<file path="src/rtl/irq_ack_ctrl.sv">
// Interrupt edge capture, masking, round-robin pick and ack/gnt handshake toward the grant stage.
// Optional ACK-state abort counter enabled by defining IRQ_TIMEOUT_EN.
module irq_ack_ctrl #(
  parameter int unsigned NUM_SRC     = 8,
  parameter int unsigned TIMEOUT_CYC = 16
) (
  input  logic               clk,
  input  logic               rst_n,
  input  logic [NUM_SRC-1:0] irq_in,
  input  logic [NUM_SRC-1:0] irq_mask,
  input  logic               gnt,
  output logic               ack,
  output logic [NUM_SRC-1:0] irq_out,
  output logic [NUM_SRC-1:0] pending,
  output logic               busy,
  output logic               timeout
);

  localparam int unsigned IdxW = (NUM_SRC > 1) ? $clog2(NUM_SRC) : 1;

  if (TIMEOUT_CYC < 2 || TIMEOUT_CYC > 255) begin : g_bad_timeout
    $error("TIMEOUT_CYC must lie in 2..255");
  end

  typedef enum logic [1:0] {StIdle, StAck, StGap} state_e;

  state_e             state_q;
  logic [NUM_SRC-1:0] irq_q, pending_q, pending_d;
  logic [NUM_SRC-1:0] rise, eligible, clr, sel_onehot, irq_out_q;
  logic [IdxW-1:0]    rr_ptr_q, win_idx_q, sel_idx, next_ptr, cand_idx;
  logic               sel_found, ack_q;
  int unsigned        cand;
`ifdef IRQ_TIMEOUT_EN
  logic [7:0]         cnt_q;
  logic               timeout_q;
`endif

  assign rise     = irq_in & ~irq_q & ~irq_mask;
  assign eligible = pending_q & ~irq_mask;
  // A fresh edge on the retiring source overrides its clear.
  assign clr       = (state_q == StAck && gnt) ? irq_out_q : '0;
  assign pending_d = (pending_q & ~clr) | rise;
  assign next_ptr  = (32'(win_idx_q) == NUM_SRC - 1) ? '0 : win_idx_q + 1'b1;

  always_comb begin
    sel_found = 1'b0;
    sel_idx   = '0;
    cand      = 0;
    cand_idx  = '0;
    for (int unsigned k = 0; k < NUM_SRC; k++) begin
      cand     = (32'(rr_ptr_q) + k) % NUM_SRC;
      cand_idx = IdxW'(cand);
      if (!sel_found && eligible[cand_idx]) begin
        sel_found = 1'b1;
        sel_idx   = cand_idx;
      end
    end
  end

  assign sel_onehot = NUM_SRC'(1) << sel_idx;

  always_ff @(posedge clk or negedge rst_n) begin
    if (!rst_n) begin
      state_q   <= StIdle;
      irq_q     <= '0;
      pending_q <= '0;
      rr_ptr_q  <= '0;
      win_idx_q <= '0;
      ack_q     <= 1'b0;
      irq_out_q <= '0;
`ifdef IRQ_TIMEOUT_EN
      cnt_q     <= '0;
      timeout_q <= 1'b0;
`endif
    end else begin
      irq_q     <= irq_in;
      pending_q <= pending_d;
`ifdef IRQ_TIMEOUT_EN
      timeout_q <= 1'b0;
`endif
      case (state_q)
        StIdle: begin
          if (sel_found) begin
            state_q   <= StAck;
            ack_q     <= 1'b1;
            irq_out_q <= sel_onehot;
            win_idx_q <= sel_idx;
`ifdef IRQ_TIMEOUT_EN
            cnt_q     <= '0;
`endif
          end
        end
        StAck: begin
          if (gnt) begin
            state_q   <= StGap;
            ack_q     <= 1'b0;
            irq_out_q <= '0;
            rr_ptr_q  <= next_ptr;
          end
`ifdef IRQ_TIMEOUT_EN
          else if (cnt_q == 8'(TIMEOUT_CYC - 1)) begin
            // Abort keeps the source pending but moves the pointer past it.
            state_q   <= StGap;
            ack_q     <= 1'b0;
            irq_out_q <= '0;
            rr_ptr_q  <= next_ptr;
            timeout_q <= 1'b1;
          end else begin
            cnt_q <= cnt_q + 8'd1;
          end
`endif
        end
        StGap:   state_q <= StIdle;
        default: state_q <= StIdle;
      endcase
    end
  end

  assign ack     = ack_q;
  assign irq_out = irq_out_q;
  assign pending = pending_q;
  assign busy    = (state_q != StIdle);
`ifdef IRQ_TIMEOUT_EN
  assign timeout = timeout_q;
`else
  assign timeout = 1'b0;
`endif

endmodule

</file>
<file path="config.mk">
export PLATFORM = sky130hd
export DESIGN_NAME = irq_ack_ctrl
export DESIGN_NICKNAME = d
export VERILOG_FILES = /design/src/rtl/irq_ack_ctrl.sv
export SDC_FILE = /design/constraint.sdc
export NUM_CORES = 1
export LEC_CHECK = 0
export BUFFER_PORTS_ARGS = -buffer_cell sky130_fd_sc_hd__buf_4
export CAP_MARGIN = 30
export CORE_MARGIN = 2
export CORE_UTILIZATION = 60
export CTS_CLUSTER_SIZE = 12
export DETAILED_ROUTE_END_ITERATION = 10
export GPL_TIMING_DRIVEN = 0
export PLACE_DENSITY = 0.93
export SYNTH_ARGS = -nofsm -noshare
export SYNTH_HDL_FRONTEND = slang
export SYNTH_SLANG_ARGS = --single-unit
</file>
<file path="constraint.sdc">
create_clock -name clk -period 5.4 [get_ports clk]
set_clock_uncertainty 0.1 [all_clocks]
set_input_delay 0.27 -clock clk [delete_from_list [all_inputs] [get_ports clk]]
set_output_delay 0.27 -clock clk [all_outputs]
set_load 0.02 [all_outputs]
</file>
==> flow_summary_export.csv <==
group,metric,value,unit
power,vdd_drop_max,449,µV
synth,ys_top_cells_by_count,"34 x nand2_1, 33 x dfrtp_1, 17 x o21ai_0",
timing,max_slew_margin,0.580,
synth,syn-instance-count,236,
floorplanning,pin_count,38,
setup_path,crit_type,"flip-flop to flip-flop",
setup_path,path_cells,"clkinv_1 > ha_1 > buf_2 > mux4_2 > o221ai_1 > a211oi_1 > o22ai_1 > a32oi_1 > nor2b_2 > a32o_2",
synth,yosys.area_share.simple,0.231,
final_layout,fin_nets,310,
setup_path,end_kind,"flip-flop",
clock_tree,h-tree-depth,2,
synth,synth_top_family_by_area,"simple AND/OR/NAND/NOR gates",
synth,synthMuxAreaShare,0.178,
clock_tree,cts_hold_buf,8,
timing,setup_viol,0,
final_layout,n_antenna_cell,0,
synth,syn_nets,259,
clock_tree,cts_tree,"done",
synth,ys_seq_area_frac,0.342,
hold_path,min_path_type,"input pin to flip-flop",
timing,worst_hold_slack,-0.787,ps
clock_tree,cts-root-buf,"clkbuf_8",
setup_path,max_stage_delay,540,ps
route,ant_nets,0,
final_layout,areaGrowthSynthToFinish,20.7,%
synth,synth-seq-cells,33,
floorplanning,dieArea,0.00455,mm²
synth,synth_warnings,0,
final_layout,fillers,222,
clock_tree,clkSinkCount,33,
setup_path,cp_max_fo,10,
floorplanning,num_rows,23,
global_route,grt_pass1_vias,2261,
clock_tree,cts_resized,0,
synth,synthFlopType,"dfrtp_1",
placement,place_inst,322,
route,via_count,2267,
power,leakage,1.32,nW
synth,avgSynthCellArea,10.2,µm²
synth,async_flop_share,1.00,
synth,synth-xor-area-share,0.0171,
placement,io_buffers,36,
synth,synth_cell_types,58,
route,post_drt_wl_per_cell,20.8,µm
clock_tree,postCtsSetupBuffers,0,
placement,pre_cts_ws,2060,ps
floorplanning,fp.coreArea,0.00394,mm²
synth,syn_area,0.00241,mm²
timing,rsz0062_at_grt,"false",
route,drc,0,
final_layout,layout-drive-gt1-share,0.306,
power,p_per_area,752,mW/mm²
synth,synth_top_area_cell,"dfrtp_1",
power,p_total,2.19,mW
timing,min_period_over_period,0.653,
timing,period_needed,3530,ps
route,drt_first_pass_iters,6,
timing,tns,0,ps
run_status,status,"complete, but fails checks",
setup_path,critPathLaunchType,"flip-flop",
placement,dpl.hpwl,4.59,mm
global_route,grt_util_all_layers,0.352,
clock_tree,path_clk_slew,80,ps
setup_path,critPathArrivalTime,3660,ps
run,drv_cap,0,
timing,layout_setup_ws,1870,ps
global_route,grt_max_degree,34,
floorplanning,die_w,67.4,µm
setup_path,crit_required,5530,ps
global_route,grt_pass1_wl,11.4,mm
synth,synth-adder-area-share,0.0207,
clock_tree,clk_path_buf_depth,2,
final_layout,finalNonFillerCells,338,
timing,tightest_slew,625,ps
timing,finalMaxSlewViolations,0,
placement,place.gp.congestion,0.927,
run_status,violations,"negative hold slack",
timing,final-hold-violation-count,1,
synth,synth_edf_count,0,
synth,synth.area.top_cells,"dfrtp_1 34%, mux4_2 12%, nand2_1 5.3%",
global_route,overflow,0,
route,viasPerCell,6.71,
route,drt_iter0_markers,196,
clock_tree,cts_buffers,5,
synth,yosys.area.top_type_share,0.342,
floorplanning,start_util,0.612,
global_route,antenna_found_initial,0,
synth,synth.most_common_cell,"nand2_1",
setup_path,slowest_stage,"ha_1",
floorplanning,die_y,67.4,µm
timing,clock.fmax,283,MHz
route,routed_wl,7.03,mm
synth,synth_compound_area_frac,0.170,
clock_tree,worstSkewPairLatency,290,ps
-- through the flow --
stage	util	hold slack, ps	cell area [µm²]
floorplan	-	-126	2410
global placement	0.697	122	2750
detailed placement	0.697	127	2750
CTS	0.739	0.268	2910
global route	0.739	4.26	2910
finish	0.739	-0.787	2910
-- state kept, by name, summed over array words and instances, names as in the netlist --
register	flops
irq_out	8
irq_q	8
pending	8
rr_ptr_q	3
win_idx_q	3
state_q	2
ack	1
-- power by group --
part / internal [mW] / switching [mW] / total [mW]
sequential: 0.319 / 0.0705 / 0.390
combinational: 0.665 / 0.949 / 1.61
clock: 0.0890 / 0.0984 / 0.187
total: 1.07 / 1.12 / 2.19
-- critical path: cells and delay by family (launching register included) --
family | cells | cell delay, ps
simple gates | 1 | 350
fa+ha+maj | 1 | 540
mux | 1 | 260
flops | 1 | 420
buf+inv | 2 | 600
compound gates | 5 | 1190
-- placed cells by master, fill, tap and decap left out, types with 3 or more instances in the layout --
cell type and instances:
buf_4 37, nand2_1 34, dfrtp_1 33, o21ai_0 17, nand2b_1 16, mux4_2 13, nor2_1 8, mux2i_1 8
nor2b_1 8, a21oi_1 8, dlygate4sd3_1 8, a32o_2 7, o211ai_1 5, clkbuf_8 5, and3b_1 4, nor4_1 4
nand3_1 4, ha_1 4, inv_1 3, or2_2 3, mux2_2 3, buf_2 3, nor3b_1 3
-- final timing paths --
check	from	cells past startpoint	end	slack, ps
worst max-delay path	rr_ptr_q[1]$_DFFE_PN0P_	10	irq_out[5]$_DFFE_PN0P_	1870
worst min-delay path	irq_in[1]	1	irq_q[1]$_DFF_PN0_	-0.8
worst max register to register	rr_ptr_q[1]$_DFFE_PN0P_	10	irq_out[5]$_DFFE_PN0P_	1870
worst min register to register	irq_q[2]$_DFF_PN0_	1	pending[2]$_DFF_PN0_	340
max in group asynchronous	rst_n	2	pending[6]$_DFF_PN0_	4540
min in group asynchronous	rst_n	2	ack$_DFFE_PN0P_	350
-- cell families (layout without fill, tap and decap cells) --
family | Yosys count | after routing
AND/OR/NAND/NOR | 99 | 99
other | 1 | 1
adder cells (fa/ha/maj) | 4 | 4
buffers and inverters | 15 | 67
multiplexers | 25 | 25
XOR/XNOR | 3 | 3
AO/OA/AOI/OAI | 56 | 56
flip-flops | 33 | 33
-- layer usage --
layer	global-route usage	vias to the layer above	routed length [µm]
met4	0.184	0	284
met3	0.0783	38	705
met5	0	-	0
met2	0.571	162	3540
li1	-	983	-
met1	0.443	1084	2500
-- cell type report --
cell class	instances	area, µm²	share of cell area
Sequential cell	33	826	0.284
Tap cell	50	62.6	0.0215
Multi-Input combinational cell	188	1490	0.512
Buffer	8	63.8	0.0219
Timing Repair Buffer	44	350	0.120
Clock inverter	3	17.5	0.00601
Clock buffer	5	68.8	0.0236
Inverter	7	33.8	0.0116
No activity file was read; power rests on OpenSTA's default activity.
